--- config.mk ---
export PLATFORM = sky130hd
export DESIGN_NAME = writeback_ctrl
export DESIGN_NICKNAME = d
export VERILOG_FILES = /design/src/rtl/writeback_ctrl.sv
export SDC_FILE = /design/constraint.sdc
export NUM_CORES = 1
export LEC_CHECK = 0
export CAP_MARGIN = 40
export CORE_MARGIN = 10
export CORE_UTILIZATION = 45
export DETAILED_ROUTE_END_ITERATION = 8
export PLACE_DENSITY = 0.79
export SLEW_MARGIN = 20
export SYNTH_ARGS = -nofsm -noshare
export SYNTH_HDL_FRONTEND = slang
export SYNTH_SLANG_ARGS = --single-unit
--- constraint.sdc ---
create_clock -name clk -period 5.98 [get_ports clk]
set_input_delay 1.196 -clock clk [delete_from_list [all_inputs] [get_ports clk]]
set_output_delay 1.196 -clock clk [all_outputs]
set_load 0.02 [all_outputs]
--- src/rtl/writeback_ctrl.sv ---
// Writeback sequencer: latches the writeback mux select and destination class,
// waits on memory or mul/div completion, then issues one RegWrite pulse or an error pulse.
module writeback_ctrl #(
  parameter int MEM_WAIT   = 1,
  parameter int MD_TIMEOUT = 64
) (
  input  logic       clk,
  input  logic       reset,
  input  logic       wb_req,
  input  logic [3:0] wb_src,
  input  logic [1:0] wb_dst,
  input  logic       md_done,
  output logic [3:0] MemtoReg,
  output logic [1:0] RegDst,
  output logic       RegWrite,
  output logic       wb_busy,
  output logic       wb_done,
  output logic       wb_err
);

  typedef enum logic [2:0] {
    S_IDLE, S_MEMWAIT, S_MDWAIT, S_WRITE, S_ERR
  } state_e;

  localparam bit       HAS_MEM_WAIT = (MEM_WAIT > 0);
  localparam logic [7:0] MEM_LOAD   = 8'(HAS_MEM_WAIT ? MEM_WAIT - 1 : 0);
  localparam logic [7:0] MD_LAST    = 8'(MD_TIMEOUT - 1);

  state_e     state_q, state_d;
  logic [7:0] cnt_q, cnt_d;
  logic [3:0] mtr_q, mtr_d;
  logic [1:0] rdst_q, rdst_d;

  logic src_mem, src_md, src_bad;
  assign src_mem = (wb_src == 4'd2) || (wb_src == 4'd7);
  assign src_md  = (wb_src == 4'd4) || (wb_src == 4'd5);
  assign src_bad = (wb_src > 4'd8);

  always_comb begin
    state_d = state_q;
    cnt_d   = cnt_q;
    mtr_d   = mtr_q;
    rdst_d  = rdst_q;
    case (state_q)
      S_IDLE: begin
        if (wb_req) begin
          if (src_bad) begin
            // invalid codes leave the mux selects untouched
            state_d = S_ERR;
          end else begin
            mtr_d  = wb_src;
            rdst_d = wb_dst;
            if (src_mem && HAS_MEM_WAIT) begin
              state_d = S_MEMWAIT;
              cnt_d   = MEM_LOAD;
            end else if (src_md && !md_done) begin
              state_d = S_MDWAIT;
              cnt_d   = 8'd0;
            end else begin
              state_d = S_WRITE;
            end
          end
        end
      end
      S_MEMWAIT: begin
        if (cnt_q == 8'd0) state_d = S_WRITE;
        else               cnt_d   = cnt_q - 8'd1;
      end
      S_MDWAIT: begin
        // md_done takes priority over the timeout on the final wait cycle
        if (md_done)               state_d = S_WRITE;
        else if (cnt_q >= MD_LAST) state_d = S_ERR;
        else                       cnt_d   = cnt_q + 8'd1;
      end
      S_WRITE: state_d = S_IDLE;
      S_ERR:   state_d = S_IDLE;
      default: state_d = S_IDLE;
    endcase
  end

  always_ff @(posedge clk or negedge reset) begin
    if (!reset) begin
      state_q <= S_IDLE;
      cnt_q   <= 8'd0;
      mtr_q   <= 4'd0;
      rdst_q  <= 2'd0;
    end else begin
      state_q <= state_d;
      cnt_q   <= cnt_d;
      mtr_q   <= mtr_d;
      rdst_q  <= rdst_d;
    end
  end

  // pulses decode straight from state so an async reset kills them at once
  assign MemtoReg = mtr_q;
  assign RegDst   = rdst_q;
  assign RegWrite = (state_q == S_WRITE);
  assign wb_done  = (state_q == S_WRITE);
  assign wb_err   = (state_q == S_ERR);
  assign wb_busy  = (state_q != S_IDLE);

endmodule
-- Word-level counts from Yosys, hierarchy flattened
Cells that the tools add are included.
- $add $sub $neg: 2
- $mul: 0
- div/mod/pow operators: 0
- magnitude comparators: 2
- equality and inequality tests: 16
- shift-type cells: 0
- multiplexer cells: 16
- bitwise gates (word level): 1
- reductions and logical operators: 11
- operator list (operator ; count):
    $mux W8 ; 7
    $pmux W8 S3 ; 1
    $mux W3 ; 5
    $eq A4 B3 Y1 const B ; 3
    $ne A2 B2 Y1 const B ; 6
    $pmux W3 S3 ; 1
    $add A8 B1 Y8 const B ; 1
    $ge A8 B6 Y1 const B ; 1
    $logic_not A8 Y1 ; 1
    $sub A8 B1 Y8 const B ; 1
    $reduce_and A7 Y1 ; 1
    $eq A3 B2 Y1 const B ; 2
    $ne A3 B3 Y1 const B ; 2
    $reduce_and A3 Y1 ; 2
    $reduce_bool A3 Y1 ; 2
    $eq A4 B2 Y1 const B ; 1
    $gt A4 B4 Y1 const B ; 1
    $eq A3 B1 Y1 const B ; 1
    $eq A3 B3 Y1 const B ; 1
    $logic_not A3 Y1 ; 1
    $logic_or A1 B1 Y1 ; 2
    $mux W2 ; 1
    $logic_and A1 B1 Y1 ; 1
    $logic_not A1 Y1 ; 1
    other kinds (2) ; 2
- bits in registers: 17
- latch bits: 0
- RAM bits: 0
- ROM bits: 0
- input port bits: 10
- output and inout bits: 10
- logic and storage cells: 52
- memories: 0

-- Logic depth before layout (Yosys ltp)
Gate-level depths: netlist of run 1.
- depth in word-level cells: 8
- gate-level depth with buffers: 10
- gate-level depth less buffers: 8

-- Worst setup path before layout of run 1
OpenSTA, ideal clock, no wires.
- kind: input to register
- from: input wb_src[3]
- to: register cnt_q[3]
- setup time: 0.104 ns
- arrival: 2.633 ns
- data required time: 5.876 ns
- setup slack: 3.243 ns
- stages: 5
- path buffers: 1
- cell sequence: or4b_1 > a31o_4 > or2_1 > buf_6 > o41ai_2
- cells in the longest elaborated chain, start to end: 6
- elaborated cells on any way between the ends: 15
- classes of those cells: order compare (1); eq/ne (6); mux (4); reduce/logical (4)
- RTL lines (item ; line ; source):
    start: declaration ; 10 ; input logic [3:0] wb_src,
    $eq A4 B2 Y1 / $eq A4 B3 Y1 (equally long branches) ; 35 ; assign src_mem = (wb_src == 4'd2) || (wb_src == 4'd7);
    $logic_or A1 B1 Y1 ; 35 ;
    $mux W8 ; 53 ; if (src_mem && HAS_MEM_WAIT) begin
    $mux W8 ; 47 ; if (src_bad) begin
    $mux W8 ; 46 ; if (wb_req) begin
    $pmux W8 S3 ; 44 ; case (state_q)
    end signal: assignment ; 89 ; cnt_q <= cnt_d;
    end: declaration ; 30 ; logic [7:0] cnt_q, cnt_d;
Several ways; a longest one is shown, not always the timed one. The select of a mux whose other input is x is not followed.
A chain may end at the register's enable or synchronous reset.

-- Worst setup path after layout of run 1
- from: register state_q[1]
- to: output wb_busy
- cells in the longest elaborated chain, start to end: 1
- RTL lines (item ; line ; source):
    start: declaration ; 29 ; state_e state_q, state_d;
    start signal: assignment ; 88 ; state_q <= state_d;
    $reduce_bool A3 Y1 ; 101 ; assign wb_busy = (state_q != S_IDLE);
    end: declaration ; 16 ; output logic wb_busy,
No other way between the ends.

==> metrics.yaml, run 1 <==
hold_violations: 0
setup.worst_path.end_class: "output pin"
grt_setup_unrepaired: "false"
syn_avg_cell_area_um2: 9.52
worstPathArrival_ns: 1.95
synth.distinct_cells: 48
clkPwrFrac_pct: 6.7
cts_made_buffers: 3
yosys.area.top_type: "dfrtp_1"
gp_congestion: 0.917
dieWidth_um: 74.0
drtAntennaViolNets: 0
final_cells: 185
report.final.slew_viol_count: 0
hp-class: "reg -> reg"
ys.flop_type: "dfrtp_1"
swShare_pct: 47.9
relSlewSlack_pct: 69.3
status: "finished clean"
post_cts_buffers: 0
drt_wl_total_um: 3020
worstSetupStartpointType: "register"
firstDrtPassIters: 4
p_int_mw: 0.472
grt_pass1_vias: 1100
cts_resized: 0
synth_most_common_cell: "dfrtp_1"
syn-cell-area_um2: 1310
synthCells: 138
root_buffer: "clkbuf_4"
drive_gt1_share_pct: 11.0
layout_worst_path_cycle_share_pct: 52.7
ios: 20
floorplan.core_area_um2: 2780
min_period_ns: 3.15
htree_levels: 1
grt_pass1_wl_um: 5060
hold_buffers: 0
max_cap_viol_count: 0
crit_type: "reg -> out"
syn_nets: 155
vias: 1133
overflow: 0
setup_viol: 0
cp.required_ns: 4.78
cp_max_fo: 13
drtIter0Drc: 112
nNetsFinal: 172
clock-sinks: 17
synth.top_cells.by_count: "dfrtp_1, o21ai_0, nor2_1"
synth-seq-cells: 17
cts_tree: "done"
avgViaCountPerCell: 6.12
power_frac_seq_pct: 25.0
clkTransAtPathRegs_ns: 0.10
p_sw_mw: 0.434
tightest_slew_ns: 0.457
clock_path_buffers: 2
ys_warn_count: 0
power_frac_comb_pct: 68.2
place.detailed.hpwl_um: 2390
path_delay_family: "buffers and inverters"
p_per_area_nw_per_um2: 592
synthDominantCellAreaShare_pct: 32.4
final_core_util_pct: 55.0
skew_ns: 0.00438
synth_area_leaders: "dfrtp_1, ha_1, mux2_2"
antenna_found_initial: 0
async_reset_ff_share_pct: 100
dpl_cell_area_um2: 1490
worst_slack_ns: 2.83
wl_per_cell_um: 16.3
synth_edf_count: 0
path_buf_inv: 2
slowest_delay_ns: 0.56
gr-usage-all-layers_pct: 11.3
port-buffer-count: 19
slowest_stage: "clkdlybuf4s50_1"
initial_core_util_pct: 47.2
place_ws_ns: 2.65
grt_max_degree: 18
diodes: 0
place_inst: 180
yosysSeqAreaShare_pct: 32.4
syn_to_final_growth_pct: 16.5
rows: 19
die_area_um2: 5480
drc: 0
tns_ns: 0
insertion_delay_ns: 0.29
worstPathCellList: "nor3_1 -> inv_1 -> clkdlybuf4s50_1"
fmax_mhz: 318
vdd_drop_max_mv: 0.386
die_y_um: 74.0
fin_area_um2: 1530
leakage_nw: 0.648
==> final timing paths <==
path | startpoint | endpoint | cells past startpoint | slack, ns
max | state_q[1] | wb_busy | 3 | 2.83
min | RegDst[1] | RegDst[1] | 1 | 0.52
max reg2reg | state_q[1] | cnt_q[7] | 7 | 3.20
min reg2reg | RegDst[1] | RegDst[1] | 1 | 0.52
max in group asynchronous | reset | RegDst[1] | 2 | 4.58
min in group asynchronous | reset | state_q[2] | 1 | 1.07
==> placed cells by master (no fill, tap or decap), types with 2 or more instances in the layout <==
cell type,n
a211oi_1,2
a21o_1,4
a21oi_1,4
and2_1,2
clkbuf_4,3
clkdlybuf4s50_1,19
dfrtp_1,17
ha_1,6
inv_1,5
mux2_2,6
nand2_1,6
nand3_1,3
nor2_1,10
nor2b_1,5
nor3_1,8
o21a_1,4
o21ai_0,11
o31a_1,3
o31ai_1,3
o41ai_2,4
or4_1,3
==> final cells by class <==
cell class,instances,area [µm²]
Fill cell,242,1250
Multi-Input combinational cell,108,815
Sequential cell,17,425
Timing Repair Buffer,20,205
Tap cell,31,38.8
Clock buffer,3,22.5
Inverter,5,18.8
Clock inverter,1,5.00
==> worst reg2reg max path: cells and delay by family (launching register included) <==
family / cells / cell delay [ns]
adder cells (fa/ha/maj): 1 / 0.43
AND/OR/NAND/NOR: 1 / 0.62
AO/OA/AOI/OAI: 4 / 0.94
multiplexers: 1 / 0.14
flip-flops: 1 / 0.58
==> state kept, by name (all words and copies together), names as in the netlist <==
signal	flops
MemtoReg	4
RegDst	2
cnt_q	8
state_q	3
==> metrics by stage <==
stage | power (mW) | hold WS, ns
2_1_floorplan | 0.704 | 0.523
3_3_place_gp | 0.818 | 0.488
3_5_place_dp | 0.842 | 0.497
4_1_cts | 0.908 | 0.521
5_1_grt | 0.983 | 0.539
6_report | 0.906 | 0.519
==> per-layer routing <==
| layer | up-vias | track usage, % | routed length, µm |
|---|---|---|---|
| li1 | 553 | - | - |
| met1 | 561 | 13.6 | 1340 |
| met2 | 17 | 19.7 | 1590 |
| met3 | 2 | 2.53 | 74 |
| met4 | 0 | 3.31 | 18 |
| met5 | - | 0 | 0 |
==> cells by family after synthesis <==
| family | count (synthesis) | share of synthesized area, % |
|---|---|---|
| compound gates | 44 | 27.0 |
| xor+xnor | 2 | 1.33 |
| fa+ha+maj | 7 | 7.24 |
| buf+inv | 13 | 5.62 |
| flops | 17 | 32.4 |
| mux | 8 | 6.76 |
| simple gates | 47 | 19.7 |
==> power by group through the flow <==
stage / clock network (mW) / registers (mW) / logic (mW)
floorplan: 0 / 0.224 / 0.480
global placement: 0 / 0.223 / 0.595
detailed placement: 0 / 0.227 / 0.615
CTS: 0.0641 / 0.225 / 0.619
global route: 0.0699 / 0.235 / 0.679
finish: 0.0611 / 0.227 / 0.618
Power figures use the tool's default switching activity.
==> inputs of run 2 (changes only) <==
- PLACE_DENSITY: 0.79 -> 0.82
- clock period: 5.98 -> 2.7 ns (I/O delays scaled with it)
==> metrics.yaml, run 2 (same netlist as run 1, synthesis figures left out) <==
avgViaCountPerCell: 5.93  # -3.2%
overflow: 0  # unchanged
initial_core_util_pct: 47.2  # unchanged
drtIter0Drc: 127  # +13%
hp-class: "reg -> reg"
max_cap_viol_count: 0  # unchanged
floorplan.core_area_um2: 2780  # unchanged
regMostFlops: "cnt_q"
use_met1_pct: 13.6  # +0.046 points
status: "finished clean"
vias: 1150  # +1.5%
drt_wl_total_um: 3200  # +6.0%
cp.required_ns: 2.92  # -1.86 ns
mostFrequentLayoutCell: "clkdlybuf4s50_1"
gp_congestion: 0.874  # -4.7%
vdd_drop_max_mv: 0.868  # +120%
reg2reg_slack_ns: 0.22  # -2.98 ns
r2r_cells: 7  # unchanged
min_period_ns: 2.48
ios: 20  # unchanged
grt_pass1_wl_um: 5380  # +6.1%
drc: 0  # unchanged
firstDrtPassIters: 4  # unchanged
hold_violations: 0  # unchanged
layout_worst_path_cycle_share_pct: 92.0
grt_pass1_vias: 1142  # +3.8%
wl_per_cell_um: 16.5  # +1.1%
p_per_area_nw_per_um2: 1320  # +120%
die_y_um: 74.0  # unchanged
setup_viol: 0  # unchanged
rows: 19  # unchanged
cts_tree: "done"
grtUsageMet2_pct: 22.2  # +2.5 points
use_met3_pct: 3.59  # +1.1 points
cts_resized: 0  # unchanged
crit_end: "cnt_q[7]"
reg2reg_from: "state_q[0]"
drive_gt1_share_pct: 16.0  # +4.9 points
place_inst: 190  # +5.6%
grt_setup_unrepaired: "false"
finalHoldWorstSlack_ns: 0.516  # -0.00351 ns
busiest_layer: "met2"
insertion_delay_ns: 0.29  # about the same
relSlewSlack_pct: 47.6  # -22 points
drtAntennaViolNets: 0  # unchanged
root_buffer: "clkbuf_4"
crit_type: "reg -> reg"
die_area_um2: 5480  # unchanged
syn_to_final_growth_pct: 21.0
worstPathArrival_ns: 2.70  # +0.75 ns
gr-usage-all-layers_pct: 12.1  # +0.75 points
clock-sinks: 17  # unchanged
clock_path_buffers: 2  # unchanged
nNetsFinal: 181  # +5.2%
cts_made_buffers: 3  # unchanged
report.final.slew_viol_count: 0  # unchanged
finalPower_mw: 2.10  # +130%
final_cells: 194  # +4.9%
crit_path_start: "state_q[0]"
diodes: 0  # unchanged
place.detailed.hpwl_um: 2600  # +8.7%
reg2reg_to: "cnt_q[7]"
port-buffer-count: 19  # unchanged
hold_buffers: 0  # unchanged
leakage_nw: 0.689  # +6.4%
worstSetupStartpointType: "register"
fmax_mhz: 403
htree_levels: 1  # unchanged
skew_ns: 0.00220  # -0.00218 ns
cp_max_fo: 6  # -7
largest_reg_flops: 8  # unchanged
tns_ns: 0  # unchanged
clkTransAtPathRegs_ns: 0.10  # about the same
antenna_found_initial: 0  # unchanged
setup.worst_path.end_class: "register"
final_cell_mix: "clkdlybuf4s50_1, dfrtp_1, o21ai_0, nor2_1, buf_4"
post_cts_buffers: 0  # unchanged
grt_max_degree: 18  # unchanged
tightest_slew_ns: 0.784  # +0.326 ns
dieWidth_um: 74.0  # unchanged
run 2: changes by cell type in the layout (fill, tap and decap cells not counted), sizes merged:
cell  delta
buf      +9
run 2: worst min path at each step:
stage                         start          end  slack [ns]  cells after the start
after global placement    RegDst[1]    RegDst[1]        0.49                      1
after floorplan               reset  MemtoReg[0]        0.24                      0
after detailed placement  RegDst[0]    RegDst[0]        0.50                      1
after global routing      RegDst[0]    RegDst[0]        0.55                      1
final                     RegDst[0]    RegDst[0]        0.52                      1
after CTS                 RegDst[0]    RegDst[0]        0.52                      1
run 2: critical path, cell delays in order (launching register included):
cell	delay, ns
dfrtp_1	0.39
or3b_1	0.52
ha_1	0.39
a21o_1	0.23
a2111oi_2	0.35
mux2i_1	0.16
a211o_1	0.28
o211ai_1	0.09
run 2: final cells by class:
cell class              instances  area (µm²)
clock buffers                   3        22.5
clock inverters                 1        5.00
fillers                       242        1190
inverters                       5        18.8
multi-input cells             108         815
flip-flops and latches         17         425
well taps                      31        38.8
repair buffers                 29         265
run 2: stage by stage:
stage | setup WS, ns | instance area, µm² | utilization [%]
finish | 0.217 | 1590 | 57.2
global route | 0.0635 | 1590 | 57.2
CTS | 0.213 | 1590 | 57.2
detailed placement | 0.0717 | 1560 | 56.2
global placement | 0.170 | 1560 | 56.2
floorplan | 0.265 | 1310 | -
run 2: per-layer routing:
metal	share of wire, %	vias to the layer above
met5	0	-
met4	0.44	0
met3	4.2	2
met2	55	20
met1	41	553
li1	-	575
run 2: power by group:
part	internal (mW)	switching, mW	total, mW
clock	0.0552	0.0828	0.138
combinational	0.682	0.819	1.50
sequential	0.368	0.0885	0.457
total	1.11	0.991	2.10
